### config.mk
export PLATFORM = sky130hd
export DESIGN_NAME = cache_control
export DESIGN_NICKNAME = d
export VERILOG_FILES = /design/src/rtl/rv32i_types.sv /design/src/rtl/mux2.sv /design/src/rtl/cache_control.sv
export SDC_FILE = /design/constraint.sdc
export NUM_CORES = 1
export LEC_CHECK = 0
export BUFFER_PORTS_ARGS = -buffer_cell sky130_fd_sc_hd__buf_4
export CORE_ASPECT_RATIO = 1.25
export CORE_MARGIN = 4
export CORE_UTILIZATION = 25
export DETAILED_ROUTE_END_ITERATION = 6
export MAX_ROUTING_LAYER = met4
export PLACE_DENSITY = 0.87
export SYNTH_ARGS = -nofsm -noshare
export SYNTH_HDL_FRONTEND = slang
export SYNTH_SLANG_ARGS = --single-unit
### constraint.sdc
create_clock -name clk -period 1.4 [get_ports clk]
set_input_delay 0.14 -clock clk [delete_from_list [all_inputs] [get_ports clk]]
set_output_delay 0.14 -clock clk [all_outputs]
set_load 0.02 [all_outputs]
### src/rtl/rv32i_types.sv
// Shared RV32I types: machine word and the cache controller state encoding.
package rv32i_types;

  typedef logic [31:0] rv32i_word;

  typedef enum logic [1:0] {
    IDLE,
    CHECK,
    WRITEBACK,
    ALLOCATE
  } cache_ctrl_state_t;

endpackage

### src/rtl/mux2.sv
// Generic two-input multiplexer: f = sel ? b : a.
module mux2 #(
  parameter int unsigned width = 32
) (
  input  logic             sel,
  input  logic [width-1:0] a,
  input  logic [width-1:0] b,
  output logic [width-1:0] f
);

  assign f = sel ? b : a;

endmodule

### src/rtl/cache_control.sv
// Sequencing FSM for the 2-way, 8-set, 32-byte-line cache: hit handling,
// dirty-victim writeback and line allocation against physical memory.
module cache_control
  import rv32i_types::*;
#(
  parameter int unsigned s_offset = 5,
  parameter int unsigned s_index  = 3,
  parameter int unsigned s_tag    = 32 - s_offset - s_index
) (
  input  logic             clk,
  input  logic             rst,
  input  rv32i_word        mem_address,
  input  logic             mem_read,
  input  logic             mem_write,
  output logic             mem_resp,
  input  logic             hit_control,
  input  logic             dirty_bit,
  input  logic [s_tag-1:0] tag_array_out,
  output logic             data_read,
  output logic             tag_read,
  output logic             valid_read,
  output logic             dirty_read,
  output logic             lru_read,
  output logic             data_write,
  output logic             force_data_write,
  output logic             force_data_read,
  output logic             lru_load,
  output logic             tag_load,
  output logic             valid_load,
  output logic             dirty_load,
  output logic             dirty_in,
  output logic             dirty_load_sel,
  output logic             pmem_read,
  output logic             pmem_write,
  input  logic             pmem_resp,
  output rv32i_word        pmem_address
);

  cache_ctrl_state_t state_q, state_d;
  rv32i_word         line_address;
  rv32i_word         victim_address;
  logic              req;

  assign req            = mem_read | mem_write;
  assign line_address   = {mem_address[31:s_offset], {s_offset{1'b0}}};
  assign victim_address = {tag_array_out, mem_address[s_offset+s_index-1:s_offset],
                           {s_offset{1'b0}}};

  mux2 #(
    .width(32)
  ) u_pmem_address_mux (
    .sel(state_q == WRITEBACK),
    .a  (line_address),
    .b  (victim_address),
    .f  (pmem_address)
  );

  always_ff @(posedge clk) begin
    if (rst) begin
      state_q <= IDLE;
    end else begin
      state_q <= state_d;
    end
  end

  always_comb begin
    state_d          = state_q;
    data_read        = 1'b1;
    tag_read         = 1'b1;
    valid_read       = 1'b1;
    dirty_read       = 1'b1;
    lru_read         = 1'b1;
    mem_resp         = 1'b0;
    data_write       = 1'b0;
    force_data_write = 1'b0;
    force_data_read  = 1'b0;
    lru_load         = 1'b0;
    tag_load         = 1'b0;
    valid_load       = 1'b0;
    dirty_load       = 1'b0;
    dirty_in         = 1'b0;
    dirty_load_sel   = 1'b0;
    pmem_read        = 1'b0;
    pmem_write       = 1'b0;

    unique case (state_q)
      IDLE: begin
        if (req) state_d = CHECK;
      end
      CHECK: begin
        // A request withdrawn during a miss falls back to IDLE silently.
        if (!req) begin
          state_d = IDLE;
        end else if (hit_control) begin
          mem_resp = 1'b1;
          lru_load = 1'b1;
          state_d  = IDLE;
          // Simultaneous read and write resolves as a write.
          if (mem_write) begin
            data_write     = 1'b1;
            dirty_load     = 1'b1;
            dirty_in       = 1'b1;
            dirty_load_sel = 1'b0;
          end
        end else if (dirty_bit) begin
          state_d = WRITEBACK;
        end else begin
          state_d = ALLOCATE;
        end
      end
      WRITEBACK: begin
        pmem_write      = 1'b1;
        force_data_read = 1'b1;
        if (pmem_resp) state_d = ALLOCATE;
      end
      ALLOCATE: begin
        pmem_read = 1'b1;
        if (pmem_resp) begin
          force_data_write = 1'b1;
          tag_load         = 1'b1;
          valid_load       = 1'b1;
          dirty_load       = 1'b1;
          dirty_in         = 1'b0;
          dirty_load_sel   = 1'b1;
          state_d          = CHECK;
        end
      end
      default: state_d = IDLE;
    endcase
  end

endmodule

==> results by group, run 1 <==
Cells and area
  – Layout cells sized above 1: roughly 87%
  – Max reg flops: 2
  – Most frequent cells in the layout: buf_4 (68), buf_6 (30), mux2_4 (24)
  – Area Overhead vs Synth: 148%
  – ANT cells: 0
  – Largest registers: state_q x2
  – Most common cell after layout, fill and taps aside: buf_4
  – Biggest register: state_q
  – Filler cells: between 150 and 200
  – Nets: 232

GRT
  – Grt total ovfl: 0
  – First-pass GRT wire length: 4240 µm
  – Initial antenna violation count: 0
  – Met3 usage: approximately an eighth
  – Busiest grt layer: met2
  – Total GRT Usage: 16.8%
  – Grt met2 use: 30.6%
  – Vias in the first global route: 918
  – Met1 GRT Util: 12.8%
  – Largest net degree at the start of global routing: 10

Clock network
  – Clk slew on worst S/H paths: 0.03 ns
  – Root buffer cell: clkbuf_4
  – Number of buffers created by CTS: 3
  – Clock Path Buffers: 2
  – Worst-Skew Late Latency: 0.22 ns
  – H-tree depth: 1
  – Sink Count: 2
  – CTS tree: done

Pwr
  – Reg power frac: 9.5%
  – Clock power share: between 10% and 20%
  – Power Density: 441 nW/µm²
  – Sw Pwr: 0.260 mW
  – Post-layout power: 0.719 mW
  – Worst VDD drop: 0.350 mV
  – Static Leak: 0.860 nW
  – Gate power share: 73.0%
  – Sw Share: 36.1%
  – Pint: 0.460 mW

Place
  – Routability congestion estimate: 0.765
  – Post-DP HPWL: 2550 µm
  – Pre-CTS setup slack: -0.0806 ns
  – Number of port buffers: 90

Route
  – Via density: about 4.5
  – WL per Instance: 18.1 µm
  – Vias: 875
  – Pre-Repair DR Iteration Count: 4
  – First DRT Iteration DRCs: 6
  – DRC Markers: 0
  – Drt total wl: 3550 µm
  – Final ANT Viol Nets: 0

Critical path
  – WP data required: about 1.3 ns
  – R2r setup slk: -0.14 ns
  – Worst r2r src: state_q[0]$_SDFFE_PP0P_
  – Critical path fanouts, max: 3
  – R2R depth: 6
  – Worst R2R End: state_q[1]$_SDFFE_PP0P_
  – Crit path from: state_q[1]$_SDFFE_PP0P_
  – Nature of the critical path endpoint: output pin
  – CP arrival: 1.46 ns
  – Setup CP Type: reg2out
  – Crit path capture: dirty_load
  – Type of origin of the critical path: flip-flop

STA
  – Max Transition Viols Final: 0
  – Period utilization: 115%
  – Setup ws final: -0.205 ns
  – Fin crit period: 1.60 ns
  – Fmax: 623 MHz
  – RSZ-0062 raised after global routing: true
  – Final Hold Viols: 0
  – Final clock skew: 0.00439 ns
  – Final setup violation count: 31
  – Hold_ws: 0.0896 ns

Min path
  – HP Class: in2reg

Floorplanning
  – Die Y: 65.3 µm
  – Die Width: 53.8 µm
  – Starting Density: approximately a quarter
  – Ports: between 100 and 150
  – Core Rows: 20
  – Die area: 3520 µm²
  – Core area: 2480 µm²

Job
  – Max cap viols: 0

Logic synthesis
  – Netlist cell types: 21
  – Post-synthesis sequential area ratio: 6.10%
  – Warnings, synthesis: 0
  – Mapped Cells: 73
  – Synth Cell Area: 657 µm²
  – Register bit count reported by yosys: 2
  – Avg Inst Size Synth: approximately 9.0 µm²

Status
  – Status: complete, but fails checks
  – Failing checks: setup timing
power groups by stage:
stage	clock network (mW)	logic [mW]	registers (mW)
2_1_floorplan	0	0.258	0.0678
3_3_place_gp	0	0.426	0.0684
3_5_place_dp	0	0.439	0.0688
4_1_cts	0.135	0.499	0.0680
5_1_grt	0.139	0.554	0.0693
6_report	0.126	0.525	0.0683
final cells by class:
cell class | instances | area (µm²) | area share, %
clock buffers | 3 | 22.5 | 1.38
well taps | 33 | 41.3 | 2.53
flip-flops and latches | 2 | 45.0 | 2.76
multi-input cells | 53 | 586 | 35.9
inverters | 4 | 15.0 | 0.921
repair buffers | 101 | 921 | 56.5
layer usage:
layer  vias up  routed length (µm)
li1        410                   -
met1       397                1090
met2        68                1900
met3         0                 565
met4         0                   0
met5         -                   0
synth_stat cells:
library cell	n	area share, %
inv_1	4	2.3
o21bai_2	1	1.7
o21a_1	1	1.1
and2_1	1	0.95
dfxtp_1	2	6.1
o41ai_1	1	1.3
buf_2	2	1.5
or3b_4	1	1.7
buf_4	20	23
o311a_1	1	1.5
nand2_1	1	0.57
a21oi_1	1	0.76
and3_1	1	0.95
a211o_2	1	1.5
conb_1	2	1.1
o21ai_0	1	0.76
or2_2	1	0.95
mux2_2	24	41
ha_1	4	7.6
a221oi_2	1	2.3
nor2_1	2	1.1
what timing repair did:
| item | in CTS | in global routing |
|---|---|---|
| gates cloned | 1 | 1 |
| pin swaps | 2 | 1 |
| buffers inserted | 4 | 0 |
| endpoints found under the hold margin | 0 | 0 |
| hold buffers | 0 | 0 |
| gates resized for setup | 40 | 13 |
| endpoints found under the setup margin | 35 | 37 |
kinds of logic (layout without fill, tap and decap cells):
logic type | Yosys count | count (layout) | synth area share (%)
flip-flops | 2 | 2 | 6.10
other | 2 | 10 | 1.14
AO/OA/AOI/OAI | 8 | 8 | 11.0
multiplexers | 24 | 24 | 41.1
buffers and inverters | 26 | 108 | 26.7
AND/OR/NAND/NOR | 7 | 7 | 6.29
adder cells (fa/ha/maj) | 4 | 4 | 7.62
worst min path at each step:
stage,cells past startpoint,start,end,slack [ns]
after detailed placement,0,mem_address[5],pmem_address[5],0.28
after CTS,2,rst,state_q[0]$_SDFFE_PP0P_,0.08
final,2,rst,state_q[0]$_SDFFE_PP0P_,0.09
after floorplan,1,rst,state_q[0]$_SDFFE_PP0P_,0.21
after global placement,0,mem_address[5],pmem_address[5],0.28
after global routing,2,rst,state_q[0]$_SDFFE_PP0P_,0.09
stage by stage:
step	TNS [ns]	instance area [µm²]	util (%)	std cells
floorplan	-0.346	751	-	81
global placement	-0.0156	1350	54.3	187
detailed placement	-0.322	1350	54.3	187
CTS	-4.54	1560	63.0	195
global route	-6.29	1630	65.8	196
finish	-4.70	1630	65.8	196
worst max-delay path: stages, from the launching register on:
cell and delay (ns):
dfxtp_4 0.35, ha_1 0.22, and2_2 0.21, or2_2 0.31
buf_4 0.17
Power figures use the tool's default switching activity.
==> run 2: changes to the inputs <==
--- a/config.mk
+++ b/config.mk
@@ -8,10 +8,10 @@
 export BUFFER_PORTS_ARGS = -buffer_cell sky130_fd_sc_hd__buf_4
 export CORE_ASPECT_RATIO = 1.25
 export CORE_MARGIN = 4
-export CORE_UTILIZATION = 25
+export CORE_UTILIZATION = 29
 export DETAILED_ROUTE_END_ITERATION = 6
 export MAX_ROUTING_LAYER = met4
-export PLACE_DENSITY = 0.87
+export PLACE_DENSITY = 0.94
 export SYNTH_ARGS = -nofsm -noshare
 export SYNTH_HDL_FRONTEND = slang
 export SYNTH_SLANG_ARGS = --single-unit
==> constraint.sdc (replaced) <==
create_clock -name clk -period 2 [get_ports clk]
set_input_delay 0.2 -clock clk [delete_from_list [all_inputs] [get_ports clk]]
set_output_delay 0.2 -clock clk [all_outputs]
set_load 0.02 [all_outputs]
==> results by group, run 2 (synthesized netlist as in run 1, its figures left out) <==
Critical path
  – Worst path depth: 5 (was 4)
  – Crit path cell chain: inv_1 > ha_1 > buf_4 > mux2_2 > buf_4 (was ha_1 > and2_2 > or2_2 > buf_4)
  – Most used cell, CP: buf_4
  – Type of origin of the critical path: flip-flop (unchanged)
  – CP arrival: 1.68 ns (was 1.46 ns)
  – WP buf/inv: 3 (was 1)
  – Kind of cell adding the most delay to the critical path: buffers and inverters (was simple AND/OR/NAND/NOR gates)
  – Setup CP Type: reg2out (unchanged)
  – Nature of the critical path endpoint: output pin (unchanged)
  – Critical path fanouts, max: 21 (was 3)
  – Crit path from: state_q[0]$_SDFFE_PP0P_ (was state_q[1]$_SDFFE_PP0P_)
  – Worst r2r src: state_q[0]$_SDFFE_PP0P_ (unchanged)
  – Maximum cell stage delay along the critical path: 0.38 ns (was 0.35 ns)
  – R2R depth: 6 (unchanged)
  – CP max stage cell: mux2_2 (was dfxtp_4)
  – WP data required: 1.80 ns (was 1.26 ns)

Pwr
  – Reg power frac: 11.0% (was 9.5%)
  – Worst VDD drop: 0.245 mV (was 0.350 mV)
  – Gate power share: 68.0% (was 73.0%)
  – Clock power share: 21.0% (was 17.5%)
  – Static Leak: 0.689 nW (was 0.860 nW)
  – Sw Share: 37.6% (was 36.1%)
  – Pint: 0.267 mW (was 0.460 mW)
  – Power Density: 335 nW/µm² (was 441 nW/µm²)
  – Sw Pwr: 0.161 mW (was 0.260 mW)

Clock network
  – Sink Count: 2 (unchanged)
  – PostCTS Resize Cnt: 0 (was 40)
  – Root buffer cell: clkbuf_4 (unchanged)
  – H-tree depth: 1 (unchanged)
  – CTS Hold Bufs: 0 (unchanged)
  – CTS tree: done (unchanged)
  – Number of buffers created by CTS: 3 (unchanged)
  – Clock Path Buffers: 2 (unchanged)
  – Clk slew on worst S/H paths: 0.04 ns (was 0.03 ns)
  – Setup bufs post-CTS: 0 (was 4)
  – Worst-Skew Late Latency: 0.23 ns (was 0.22 ns)

STA
  – Max Transition Viols Final: 0 (unchanged)
  – Setup ws final: 0.123 ns (was -0.205 ns)
  – Final setup violation count: 0 (was 31)
  – Period utilization: ~94%
  – Fin crit period: 1.88 ns
  – RSZ-0062 raised after global routing: false (was true)
  – Final Hold Viols: 0 (unchanged)
  – Fmax: 533 MHz
  – Setup TNS: 0 ns (was -4.70 ns)
  – Final clock skew: 0.00949 ns (was 0.00439 ns)

Floorplanning
  – Ports: 112 (unchanged)
  – Core area: 2190 µm² (was 2480 µm²)
  – Die area: 3100 µm² (was 3520 µm²)
  – Die Y: 61.2 µm (was 65.3 µm)
  – Starting Density: 30.0% (was 26.5%)
  – Die Width: 50.6 µm (was 53.8 µm)
  – Core Rows: 19 (was 20)

Route
  – First DRT Iteration DRCs: 11 (was 6)
  – Pre-Repair DR Iteration Count: 2 (was 4)
  – Vias: 824 (was 875)
  – Final ANT Viol Nets: 0 (unchanged)
  – Via density: 4.45 (was 4.46)
  – DRC Markers: 0 (unchanged)
  – Drt total wl: 2790 µm (was 3550 µm)
  – WL per Instance: 15.1 µm (was 18.1 µm)

GRT
  – Total GRT Usage: 17.2% (was 16.8%)
  – Initial antenna violation count: 0 (unchanged)
  – Grt total ovfl: 0 (unchanged)
  – Vias in the first global route: 845 (was 918)
  – Largest net degree at the start of global routing: 22 (was 10)
  – First-pass GRT wire length: 3910 µm (was 4240 µm)

Cells and area
  – Largest registers: state_q x2 (unchanged)
  – Max reg flops: 2 (unchanged)
  – Area Overhead vs Synth: 94.7% (was 148%)
  – ANT cells: 0 (unchanged)
  – Biggest register: state_q (unchanged)
  – Layout cells sized above 1: 80.5% (was 87.1%)
  – Most common cell after layout, fill and taps aside: buf_4 (unchanged)
  – Filler cells: 196 (was 199)
  – Nets: 223 (was 232)
  – Most frequent cells in the layout: buf_4 (92), mux2_2 (24), conb_1 (10) (was buf_4 (68), buf_6 (30), mux2_4 (24))

Job
  – Max cap viols: 0 (unchanged)

Min path
  – HP Class: in2reg (unchanged)
  – Hold depth: 2 (unchanged)
  – HP Start: rst (unchanged)

Place
  – Post-DP HPWL: 2500 µm (was 2550 µm)
  – Routability congestion estimate: 0.775 (was 0.765)
  – Pre-CTS setup slack: 0.355 ns (was -0.0806 ns)
  – Number of port buffers: 90 (unchanged)

Status
  – Status: completed (was complete, but fails checks)
run 2: path summary, 6_finish.rpt:
| path | endpoint | slack (ns) |
|---|---|---|
| max | pmem_address[24] | 0.12 |
| min | state_q[0]$_SDFFE_PP0P_ | 0.15 |
| max reg2reg | state_q[1]$_SDFFE_PP0P_ | 0.36 |
| min reg2reg | state_q[0]$_SDFFE_PP0P_ | 0.56 |
run 2: power groups by stage:
stage	Combinational (mW)	Clock, mW	Sequential [mW]
global route	0.312	0.101	0.0474
global placement	0.284	0	0.0471
finish	0.292	0.0901	0.0470
CTS	0.293	0.0970	0.0470
floorplan	0.169	0	0.0467
detailed placement	0.293	0	0.0476
run 2: area by class of cell:
type	count	area (µm²)	share of cell area [%]
inverters	4	15.0	1.17
clock buffers	3	22.5	1.76
repair buffers	92	691	54.0
multi-input cells	53	472	36.9
flip-flops and latches	2	40.0	3.13
well taps	31	38.8	3.03
run 2: routing by layer:
layer  track usage [%]  vias up  wire (µm)
li1                  -      387          -
met1              13.7      366        855
met2              39.0       71       1580
met3              5.81        0        352
met4                 0        0          0
met5                 -        -          0
run 2: per-stage QoR:
stage	cells	power, mW	utilization (%)	hold slack [ns]	area, µm²
3_5_place_dp	182	0.341	57.4	0.388	1260
2_1_floorplan	81	0.215	-	0.266	687
5_1_grt	185	0.461	58.5	0.150	1280
6_report	185	0.429	58.5	0.155	1280
3_3_place_gp	182	0.331	57.4	0.383	1260
4_1_cts	185	0.437	58.5	0.144	1280
run 2: worst reg2reg max path: cells and delay by family, from the launching register on:
family | cells | cell delay, ns
DFF | 1 | 0.36
AOI/OAI and AO/OA | 2 | 0.51
adders and majority gates | 1 | 0.22
and+or+nand+nor | 1 | 0.11
buffers and inverters | 2 | 0.32
==> run 3: changes to the inputs <==
--- a/config.mk
+++ b/config.mk
@@ -5,13 +5,14 @@
 export SDC_FILE = /design/constraint.sdc
 export NUM_CORES = 1
 export LEC_CHECK = 0
+export ABC_AREA = 1
 export BUFFER_PORTS_ARGS = -buffer_cell sky130_fd_sc_hd__buf_4
 export CORE_ASPECT_RATIO = 1.25
 export CORE_MARGIN = 4
-export CORE_UTILIZATION = 29
+export CORE_UTILIZATION = 30
 export DETAILED_ROUTE_END_ITERATION = 6
 export MAX_ROUTING_LAYER = met4
-export PLACE_DENSITY = 0.94
+export PLACE_DENSITY = 0.95
 export SYNTH_ARGS = -nofsm -noshare
 export SYNTH_HDL_FRONTEND = slang
 export SYNTH_SLANG_ARGS = --single-unit
==> constraint.sdc (replaced) <==
create_clock -name clk -period 2 [get_ports clk]
set_input_delay 0.2 -clock clk [delete_from_list [all_inputs] [get_ports clk]]
set_output_delay 0.2 -clock clk [all_outputs]
set_load 0.005 [all_outputs]
==> results by group, run 3 <==
Logic synthesis
  – Post-synth top flop: dfxtp_1 (unchanged)
  – Netlist cell types: 14 (was 21)
  – Cell taking the most area after synthesis: nand2_1 (was mux2_2)
  – Avg Inst Size Synth: 5.14 µm² (was 9.00 µm²)
  – Warnings, synthesis: 0 (unchanged)
  – EDFF count, synth: 0 (unchanged)
  – Synth top cells by count: nand2_1 (79), buf_4 (21), nor2_1 (10), inv_1 (7), ha_1 (4) (was mux2_2 (24), buf_4 (20), ha_1 (4), inv_1 (4))
  – Ranking of synthesized cells by area: nand2_1 (43%), buf_4 (23%), ha_1 (7.3%), dfxtp_1 (5.9%), nor2_1 (5.5%) (was mux2_2 (41%), buf_4 (23%), ha_1 (7.6%), dfxtp_1 (6.1%), a221oi_2 (2.3%))
  – Synth Cell Area: 683 µm² (was 657 µm²)
  – Ys async rst share: 0% (unchanged)
  – Most frequent cell after synthesis: nand2_1 (was mux2_2)
  – Mapped Cells: 133 (was 73)
  – Post-synthesis sequential area ratio: 5.86% (was 6.10%)
  – Register bit count reported by yosys: 2 (unchanged)
  – Post-synth top area share: 43.4% (was 41.1%)

Floorplanning
  – Core Rows: 19 (unchanged)
  – Die Width: 50.7 µm (was 50.6 µm)
  – Starting Density: 31.2% (was 30.0%)
  – Core area: 2190 µm² (unchanged)
  – Die area: 3110 µm² (was 3100 µm²)
  – Ports: 112 (unchanged)
  – Die Y: 61.4 µm (was 61.2 µm)

STA
  – RSZ-0062 raised after global routing: false (unchanged)
  – Max Transition Viols Final: 0 (unchanged)
  – Setup ws final: 0.198 ns (was 0.123 ns)
  – Final clock skew: 0.00248 ns (was 0.00949 ns)
  – Setup TNS: 0 ns (unchanged)
  – Fin crit period: 1.80 ns (was 1.88 ns)
  – Final Hold Viols: 0 (unchanged)
  – Period utilization: 90.1% (was 93.9%)
  – Fmax: 555 MHz (was 533 MHz)
  – Final setup violation count: 0 (unchanged)

Critical path
  – Worst r2r src: state_q[0]$_SDFFE_PP0P_ (unchanged)
  – Type of origin of the critical path: flip-flop (unchanged)
  – CP arrival: 1.60 ns (was 1.68 ns)
  – Setup CP Type: reg2out (unchanged)
  – Nature of the critical path endpoint: output pin (unchanged)
  – Critical path fanouts, max: 17 (was 21)
  – WP data required: 1.80 ns (about the same)
  – Crit path from: state_q[0]$_SDFFE_PP0P_ (unchanged)

Clock network
  – Clock Path Buffers: 2 (unchanged)
  – Root buffer cell: clkbuf_4 (unchanged)
  – CTS tree: done (unchanged)
  – CTS Hold Bufs: 0 (unchanged)
  – Sink Count: 2 (unchanged)
  – Number of buffers created by CTS: 3 (unchanged)
  – PostCTS Resize Cnt: 0 (unchanged)
  – H-tree depth: 1 (unchanged)
  – Clk slew on worst S/H paths: 0.03 ns (was 0.04 ns)
  – Worst-Skew Late Latency: 0.22 ns (was 0.23 ns)
  – Setup bufs post-CTS: 0 (unchanged)

GRT
  – Largest net degree at the start of global routing: 29 (was 22)
  – First-pass GRT wire length: 3480 µm (was 3910 µm)
  – Total GRT Usage: 14.3% (was 17.2%)
  – Initial antenna violation count: 0 (unchanged)
  – Grt total ovfl: 0 (unchanged)
  – Vias in the first global route: 867 (was 845)

Route
  – WL per Instance: 9.84 µm (was 15.1 µm)
  – Final ANT Viol Nets: 0 (unchanged)
  – Pre-Repair DR Iteration Count: 3 (was 2)
  – Vias: 985 (was 824)
  – Drt total wl: 2390 µm (was 2790 µm)
  – First DRT Iteration DRCs: 14 (was 11)
  – DRC Markers: 0 (unchanged)
  – Via density: 4.05 (was 4.45)

Place
  – Routability congestion estimate: 0.832 (was 0.775)
  – Post-DP HPWL: 2080 µm (was 2500 µm)
  – Placed Area: 1260 µm² (about the same)
  – Number of port buffers: 90 (unchanged)
  – Pre-CTS setup slack: 0.404 ns (was 0.355 ns)

Cells and area
  – Nets: 281 (was 223)
  – Biggest register: state_q (unchanged)
  – ANT cells: 0 (unchanged)
  – Final Instance Area: 1290 µm² (was 1280 µm²)
  – Max reg flops: 2 (unchanged)
  – Filler cells: 231 (was 196)
  – Most frequent cells in the layout: buf_4 (92), nand2_1 (79), nor2_1 (10), conb_1 (10), inv_1 (7) (was buf_4 (92), mux2_2 (24), conb_1 (10))
  – Largest registers: state_q x2 (unchanged)
  – Area Overhead vs Synth: 88.3% (was 94.7%)
  – Layout cells sized above 1: 45.8% (was 80.5%)
  – Most common cell after layout, fill and taps aside: buf_4 (unchanged)

Pwr
  – Worst VDD drop: 0.310 mV (was 0.245 mV)
  – Power Density: 275 nW/µm² (was 335 nW/µm²)
  – Clock power share: 23.6% (was 21.0%)
  – Post-layout power: 0.354 mW (was 0.429 mW)
  – Static Leak: 0.829 nW (was 0.689 nW)
  – Gate power share: 63.0% (was 68.0%)
  – Reg power frac: 13.3% (was 11.0%)
  – Pint: 0.250 mW (was 0.267 mW)
  – Sw Pwr: 0.104 mW (was 0.161 mW)
  – Sw Share: 29.4% (was 37.6%)

Min path
  – HP Class: in2reg (unchanged)
  – HP Start: rst (unchanged)

Status
  – Status: completed (unchanged)

Job
  – Max cap viols: 0 (unchanged)
run 3: cell count changes after synthesis, sizes merged, moves of 2 or more:
cell / before / now
buf: 22 / 24
inv: 4 / 7
mux2: 24 / 0
nand2: 1 / 79
nor2: 2 / 10
run 3: critical path: stages (launching register included):
cell	delay (ns)
dfxtp_1	0.36
inv_1	0.09
ha_1	0.21
inv_1	0.21
buf_4	0.26
nand2_1	0.07
nand2_1	0.07
buf_4	0.11
run 3: cell type report:
class | instances | area, µm² | area share (%)
Timing Repair Buffer | 92 | 691 | 53.7
Multi-Input combinational cell | 108 | 468 | 36.4
Sequential cell | 2 | 40.0 | 3.11
Tap cell | 31 | 38.8 | 3.02
Inverter | 7 | 26.3 | 2.04
Clock buffer | 3 | 22.5 | 1.75
run 3: stage by stage:
step           cells  utilization (%)  hold WS (ns)
2_1_floorplan    141                -         0.272
3_3_place_gp     240             57.8         0.375
3_5_place_dp     240             57.8         0.374
4_1_cts          243             58.8         0.148
5_1_grt          243             58.8         0.152
6_report         243             58.8         0.152
run 3: cell families (layout without fill, tap and decap cells):
family	count (synthesis)	after routing	share of synthesized area, %
simple gates	90	90	50.4
buf+inv	31	102	30.0
fa+ha+maj	4	4	7.33
compound gates	4	4	5.31
other cells	2	10	1.10
flops	2	2	5.86
run 3: routing by layer:
layer,global-route usage (%),vias up,wire [µm]
met5,-,-,0
met4,3.46,0,0
met3,3.15,0,246
met2,28.7,49,1360
met1,14.0,414,787
li1,-,522,-
run 3: path summary, 6_finish.rpt:
path	cells past startpoint	slack, ns	end
max	7	0.20	pmem_address[9]
min reg2reg	3	0.63	state_q[0]$_SDFFE_PP0P_
min	2	0.15	state_q[1]$_SDFFE_PP0P_
max reg2reg	7	0.54	state_q[0]$_SDFFE_PP0P_
run 3: power groups by stage:
stage | logic [mW] | clock network (mW) | registers (mW)
after detailed placement | 0.225 | 0 | 0.0477
after global placement | 0.220 | 0 | 0.0470
after global routing | 0.250 | 0.0905 | 0.0473
after floorplan | 0.100 | 0 | 0.0466
final | 0.223 | 0.0836 | 0.0472
after CTS | 0.226 | 0.0879 | 0.0472
